[config.mk]
export PLATFORM = sky130hd
export DESIGN_NAME = dcache_ctrl_nway
export DESIGN_NICKNAME = d
export VERILOG_FILES = /design/src/rtl/dcache_ctrl_nway.sv
export SDC_FILE = /design/constraint.sdc
export NUM_CORES = 1
export LEC_CHECK = 0
export ABC_AREA = 1
export ABC_CLOCK_PERIOD_IN_PS = 2700
export BUFFER_PORTS_ARGS = -buffer_cell sky130_fd_sc_hd__buf_2
export CAP_MARGIN = 20
export CORE_UTILIZATION = 55
export CTS_CLUSTER_DIAMETER = 150
export DETAILED_ROUTE_END_ITERATION = 10
export PLACE_DENSITY = 0.79
export SETUP_SLACK_MARGIN = 0.4
export SLEW_MARGIN = 20
export SYNTH_ARGS = -nofsm -noshare
export SYNTH_HDL_FRONTEND = slang
export SYNTH_SLANG_ARGS = --single-unit
[constraint.sdc]
create_clock -name clk -period 2.7 [get_ports clk]
set_clock_uncertainty 0.05 [all_clocks]
set_input_delay 0.135 -clock clk [delete_from_list [all_inputs] [get_ports clk]]
set_output_delay 0.135 -clock clk [all_outputs]
set_load 0.03 [all_outputs]
[src/rtl/dcache_ctrl_nway.sv]
// rtl/dcache_ctrl_nway.sv - N-way dcache miss/allocate controller with tree-PLRU victim and optional fill-first write-back
module dcache_ctrl_nway #(
    parameter int NUM_WAYS = 4,
    parameter int NUM_SETS = 16,
    parameter int WB_FIRST = 1
) (
    input  logic                        clk,
    input  logic                        rst,
    input  logic [$clog2(NUM_SETS)-1:0] i_set_idx,
    input  logic [3:0]                  i_rmask,
    input  logic [3:0]                  i_wmask,
    input  logic                        i_hit,
    input  logic [NUM_WAYS-1:0]         i_hit_way,
    input  logic [NUM_WAYS-1:0]         i_way_valid,
    input  logic [NUM_WAYS-1:0]         i_way_dirty,
    input  logic [31:0]                 i_dfp_addr,
    output logic                        o_stall,
    output logic [$clog2(NUM_WAYS)-1:0] o_victim_way,
    output logic                        o_allocate_done,
    output logic                        o_write_hit,
    output logic                        o_write_hit_rec,
    output logic                        o_wb_buf_load,
    output logic                        o_dfp_read,
    output logic                        o_dfp_write,
    input  logic                        i_dfp_ready,
    input  logic [31:0]                 i_dfp_raddr,
    input  logic                        i_dfp_rvalid
);
    localparam int WAY_W = $clog2(NUM_WAYS);
    localparam int SET_W = $clog2(NUM_SETS);
    localparam int PB    = NUM_WAYS - 1;

    typedef enum logic [2:0] {S_IDLE, S_WB, S_FILL, S_FILL_WAIT, S_DONE, S_DRAIN} state_t;

    state_t           r_state, w_next;
    logic [PB-1:0]    r_plru [NUM_SETS];
    logic [WAY_W-1:0] r_victim;
    logic [SET_W-1:0] r_miss_set;
    logic             r_wb_pending;
    logic             r_write_hit_rec;

    logic             w_req, w_hit_ok, w_miss_start, w_victim_dirty;
    logic [WAY_W-1:0] w_hit_idx, w_inv_idx, w_victim;

    // Heap-ordered tree: node n (1-based) has children 2n and 2n+1; bit 0 steers left.
    function automatic logic [WAY_W-1:0] plru_victim(input logic [PB-1:0] bits);
        int node;
        node = 1;
        for (int l = 0; l < WAY_W; l++) node = 2 * node + int'(bits[node-1]);
        return WAY_W'(node - NUM_WAYS);
    endfunction

    function automatic logic [PB-1:0] plru_touch(input logic [PB-1:0] bits, input logic [WAY_W-1:0] way);
        logic [PB-1:0] b;
        int node;
        b    = bits;
        node = 1;
        for (int l = 0; l < WAY_W; l++) begin
            b[node-1] = ~way[WAY_W-1-l];
            node      = 2 * node + int'(way[WAY_W-1-l]);
        end
        return b;
    endfunction

    always_comb begin
        w_hit_idx = '0;
        w_inv_idx = '0;
        for (int i = 0; i < NUM_WAYS; i++) if (i_hit_way[i]) w_hit_idx = WAY_W'(i);
        for (int i = NUM_WAYS - 1; i >= 0; i--) if (!i_way_valid[i]) w_inv_idx = WAY_W'(i);
    end

    assign w_req          = (|i_rmask) | (|i_wmask);
    assign w_victim       = (&i_way_valid) ? plru_victim(r_plru[i_set_idx]) : w_inv_idx;
    assign w_victim_dirty = i_way_valid[w_victim] & i_way_dirty[w_victim];
    assign w_hit_ok       = w_req & ~r_write_hit_rec & i_hit & (r_state == S_IDLE || r_state == S_DRAIN);

    always_comb begin
        w_next          = r_state;
        o_stall         = w_req;
        o_write_hit     = 1'b0;
        o_allocate_done = 1'b0;
        o_wb_buf_load   = 1'b0;
        o_dfp_read      = 1'b0;
        o_dfp_write     = 1'b0;
        w_miss_start    = 1'b0;
        case (r_state)
            S_IDLE: begin
                o_stall = w_req & (r_write_hit_rec | ~i_hit);
                if (w_hit_ok) begin
                    o_write_hit = |i_wmask;
                end else if (w_req && !i_hit) begin
                    w_miss_start = 1'b1;
                    if (w_victim_dirty && WB_FIRST != 0) begin
                        w_next = S_WB;
                    end else begin
                        o_wb_buf_load = w_victim_dirty;
                        w_next        = S_FILL;
                    end
                end
            end
            S_WB: begin
                o_dfp_write = 1'b1;
                if (i_dfp_ready) w_next = S_FILL;
            end
            S_FILL: begin
                o_dfp_read = 1'b1;
                if (i_dfp_ready) w_next = S_FILL_WAIT;
            end
            S_FILL_WAIT: begin
                if (i_dfp_rvalid && i_dfp_raddr == i_dfp_addr) begin
                    o_allocate_done = 1'b1;
                    w_next          = S_DONE;
                end
            end
            S_DONE: w_next = r_wb_pending ? S_DRAIN : S_IDLE;
            S_DRAIN: begin
                // Hits keep flowing while the parked victim drains; misses wait for IDLE.
                o_stall     = w_req & (r_write_hit_rec | ~i_hit);
                o_write_hit = w_hit_ok & (|i_wmask);
                o_dfp_write = 1'b1;
                if (i_dfp_ready) w_next = S_IDLE;
            end
            default: w_next = S_IDLE;
        endcase
    end

    always_ff @(posedge clk) begin
        if (rst) begin
            r_state         <= S_IDLE;
            r_victim        <= '0;
            r_miss_set      <= '0;
            r_wb_pending    <= 1'b0;
            r_write_hit_rec <= 1'b0;
            for (int s = 0; s < NUM_SETS; s++) r_plru[s] <= '0;
        end else begin
            r_state         <= w_next;
            r_write_hit_rec <= o_write_hit;
            if (w_miss_start) begin
                r_victim   <= w_victim;
                r_miss_set <= i_set_idx;
            end
            if (o_wb_buf_load) r_wb_pending <= 1'b1;
            else if (r_state == S_DRAIN && i_dfp_ready) r_wb_pending <= 1'b0;
            if (w_hit_ok) r_plru[i_set_idx] <= plru_touch(r_plru[i_set_idx], w_hit_idx);
            else if (o_allocate_done) r_plru[r_miss_set] <= plru_touch(r_plru[r_miss_set], r_victim);
        end
    end

    assign o_victim_way    = r_victim;
    assign o_write_hit_rec = r_write_hit_rec;
endmodule

==> results.sh <==
export IMPL_status="finished, final reports clean"
export IMPL_pin_count=102
export IMPL_hold_viol_final=0
export IMPL_clock_sinks=62
export IMPL_tns_ps=0
export IMPL_critical_path_class="flop to flop"
export IMPL_seq_area_frac_synth=0.398
export IMPL_avgRoutedWirePerCell_um=14.3
export IMPL_power_internal_mw=1.78
export IMPL_grt_max_degree=26
export IMPL_grt_pass1_wl_um=19500
export IMPL_cts_root_buffer="clkbuf_8"
export IMPL_dieArea_sq_mm=0.00821
export IMPL_drc=0
export IMPL_p_switching_mw=1.09
export IMPL_fillers=611
export IMPL_cts_inserted_buffers=9
export IMPL_fp_dieW_um=90.6
export IMPL_finalMaxSlewViolations=0
export IMPL_p_comb_frac=0.319
export IMPL_fin_crit_sh=0.827
export IMPL_initial_utilization=0.583
export IMPL_hpwl_um=8980
export IMPL_tritoncts="done"
export IMPL_cp_max_fo=8
export IMPL_cts_path_max_buffers=2
export IMPL_max_slew_margin_rel=0.527
export IMPL_ys_flop_type="edfxtp_1"
export IMPL_setup_viol=0
export IMPL_grt_pass1_vias=4367
export IMPL_clk_latency_ps=350
export IMPL_grt_overflow=0
export IMPL_antenna_found_initial=0
export IMPL_period_minus_slack_ps=2230
export IMPL_tightestPinTransition_ps=707
export IMPL_min_path_type="input port to flop"
export IMPL_synthCells=604
export IMPL_async_reset_ff_frac=0
export IMPL_portBuffers=99
export IMPL_p_clk_frac=0.265
export IMPL_final_util=0.706
export IMPL_power_density_mw_per_mm2=549
export IMPL_yosys_warnings=0
export IMPL_arrival_ps=2240
export IMPL_synth_edf_count=48
export IMPL_first_pass_iters=5
export IMPL_viasPerCell=5.54
export IMPL_worstPathRequired_ps=2700
export IMPL_fin_nets=810
export IMPL_vias=4551
export IMPL_grt_setup_unrepaired="true"
export IMPL_fp_dieH_um=90.6
export IMPL_gp_congestion=0.956
export IMPL_core_area_sq_mm=0.00741
export IMPL_ys_top_cells_by_area="edfxtp_1 33%, nand2_1 12%, nor2_1 7.8%"
export IMPL_rows=31
export IMPL_drtAntennaViolNets=0
export IMPL_fin_ws_ps=467
export IMPL_crit_path_end_kind="flop"
export IMPL_cap_violations=0
export IMPL_place_ws_ps=44.8
export IMPL_multi_input_area_sq_mm=0.00219
export IMPL_clk_pin_slew_ps=70
export IMPL_synth_top_area_share=0.334
export IMPL_syn_to_final_growth_pct=21.1
export IMPL_synth_nets=697
export IMPL_stdcell_count=821
export IMPL_grt_util_all_layers=0.298
export IMPL_switching_share=0.381
export IMPL_peakVddDrop_uv=250
export IMPL_htree_levels=3
export IMPL_synth_top_area_cell="edfxtp_1"
export IMPL_seq_area_sq_mm=0.00172
export IMPL_max_freq_mhz=448
export IMPL_syn_avg_cell_area_sq_um=7.15
export IMPL_drt_initial_drc_count=483
export IMPL_n_antenna_cell=0
export IMPL_dpl_cell_count=799
export IMPL_pwr_share_seq=0.416
export IMPL_netlist_cell_type_count=43
export IMPL_p_leak_nw=2.48
export IMPL_crit_path_start_kind="flop"
export IMPL_synth_seq_cells=62
export IMPL_syn_cell_area_sq_mm=0.00432
export IMPL_layout_drive_gt1_share=0.248
export IMPL_drt_wl_total_um=11800
[Yosys cell counts (8+ instances only)]
cell type and n:
nor4_1 11, a21oi_1 12, xor2_1 8, inv_1 85
nand4_1 10, o21ai_0 35, nor2_1 90, edfxtp_1 48
nor3_1 17, nand3_1 55, nand2_1 139, dfxtp_1 14
[metrics by stage]
stage	power, mW	instance area (sq um)	hold WS [ps]
finish	2.87	5230	23.2
global route	3.01	5230	79.1
CTS	2.82	5160	25.3
detailed placement	2.08	4970	340
global placement	2.06	4970	330
floorplan	1.78	4320	154
[state kept, by name, indices dropped and copies added, names as in the netlist, named ones only]
name	count
r_plru	48
r_miss_set	4
r_state	3
o_victim_way	2
o_write_hit_rec	1
[power by group through the flow]
stage | logic [mW] | registers (mW) | clock network (mW)
floorplan | 0.574 | 1.20 | 0
global placement | 0.854 | 1.20 | 0
detailed placement | 0.872 | 1.21 | 0
CTS | 0.877 | 1.19 | 0.762
global route | 1.00 | 1.20 | 0.807
finish | 0.916 | 1.19 | 0.760
[cells by family after synthesis]
family | synth area share
AND/OR/NAND/NOR | 0.373
buffers and inverters | 0.102
AO/OA/AOI/OAI | 0.105
flip-flops | 0.398
XOR/XNOR | 0.0203
other | 0.000868
[worst paths after layout]
kind              cells after the start  slack [ps]                    start                          to
setup / recovery                      8         470  r_state[1]$_SDFFE_PP0P_  r_plru[7][2]$_SDFFCE_PN0P_
hold / removal                        3          20               i_wmask[2]  o_write_hit_rec$_SDFF_PP0_
setup reg to reg                      8         470  r_state[1]$_SDFFE_PP0P_  r_plru[7][2]$_SDFFCE_PN0P_
hold reg to reg                       2         520  r_state[2]$_SDFFE_PP0P_     r_state[2]$_SDFFE_PP0P_
[cells in the final DEF (no fill, tap or decap), types with 6 or more instances in the layout]
| cell | count |
|---|---|
| nand4_1 | 10 |
| nand2_2 | 7 |
| o21ai_1 | 6 |
| buf_2 | 99 |
| inv_1 | 84 |
| nand3_1 | 55 |
| a21oi_1 | 12 |
| clkbuf_8 | 9 |
| or2_2 | 7 |
| nor3_1 | 17 |
| o21ai_0 | 29 |
| nand2_1 | 136 |
| nor2_1 | 88 |
| buf_4 | 20 |
| nor4_1 | 11 |
| o221ai_1 | 7 |
| xor2_1 | 8 |
| dfxtp_1 | 13 |
| edfxtp_1 | 48 |
[layout make-up]
type,count,area share
multi-input combinational,434,0.419
sequential,62,0.329
timing repair buffer,121,0.129
inverter,89,0.0639
clock buffer,9,0.0237
tap,99,0.0237
clock inverter,7,0.0110
[worst max-delay path, cell delays in order, from the launching register on]
cell and delay [ps]:
dfxtp_2 380, inv_1 90, nor3_4 290, nand3_4 210
o21ai_4 340, inv_1 140, nor2_4 210, nand2_2 100
nand2_1 130
[repair_timing]
action                                  CTS  global route
endpoints found under the hold margin     2             0
resized for setup                         0            17
endpoints found under the setup margin    9            62
pin swaps                                 0             9
cloned                                    0             0
buffers inserted                          0             5
hold buffers                              1             0
[per-layer routing]
layer | track usage | routed length (um) | vias up
li1 | - | - | 2222
met1 | 0.356 | 4650 | 2034
met2 | 0.505 | 5610 | 249
met3 | 0.0614 | 1070 | 46
met4 | 0.156 | 427 | 0
met5 | 0 | 0 | -
Note: power is estimated with default switching activity, not from simulation.
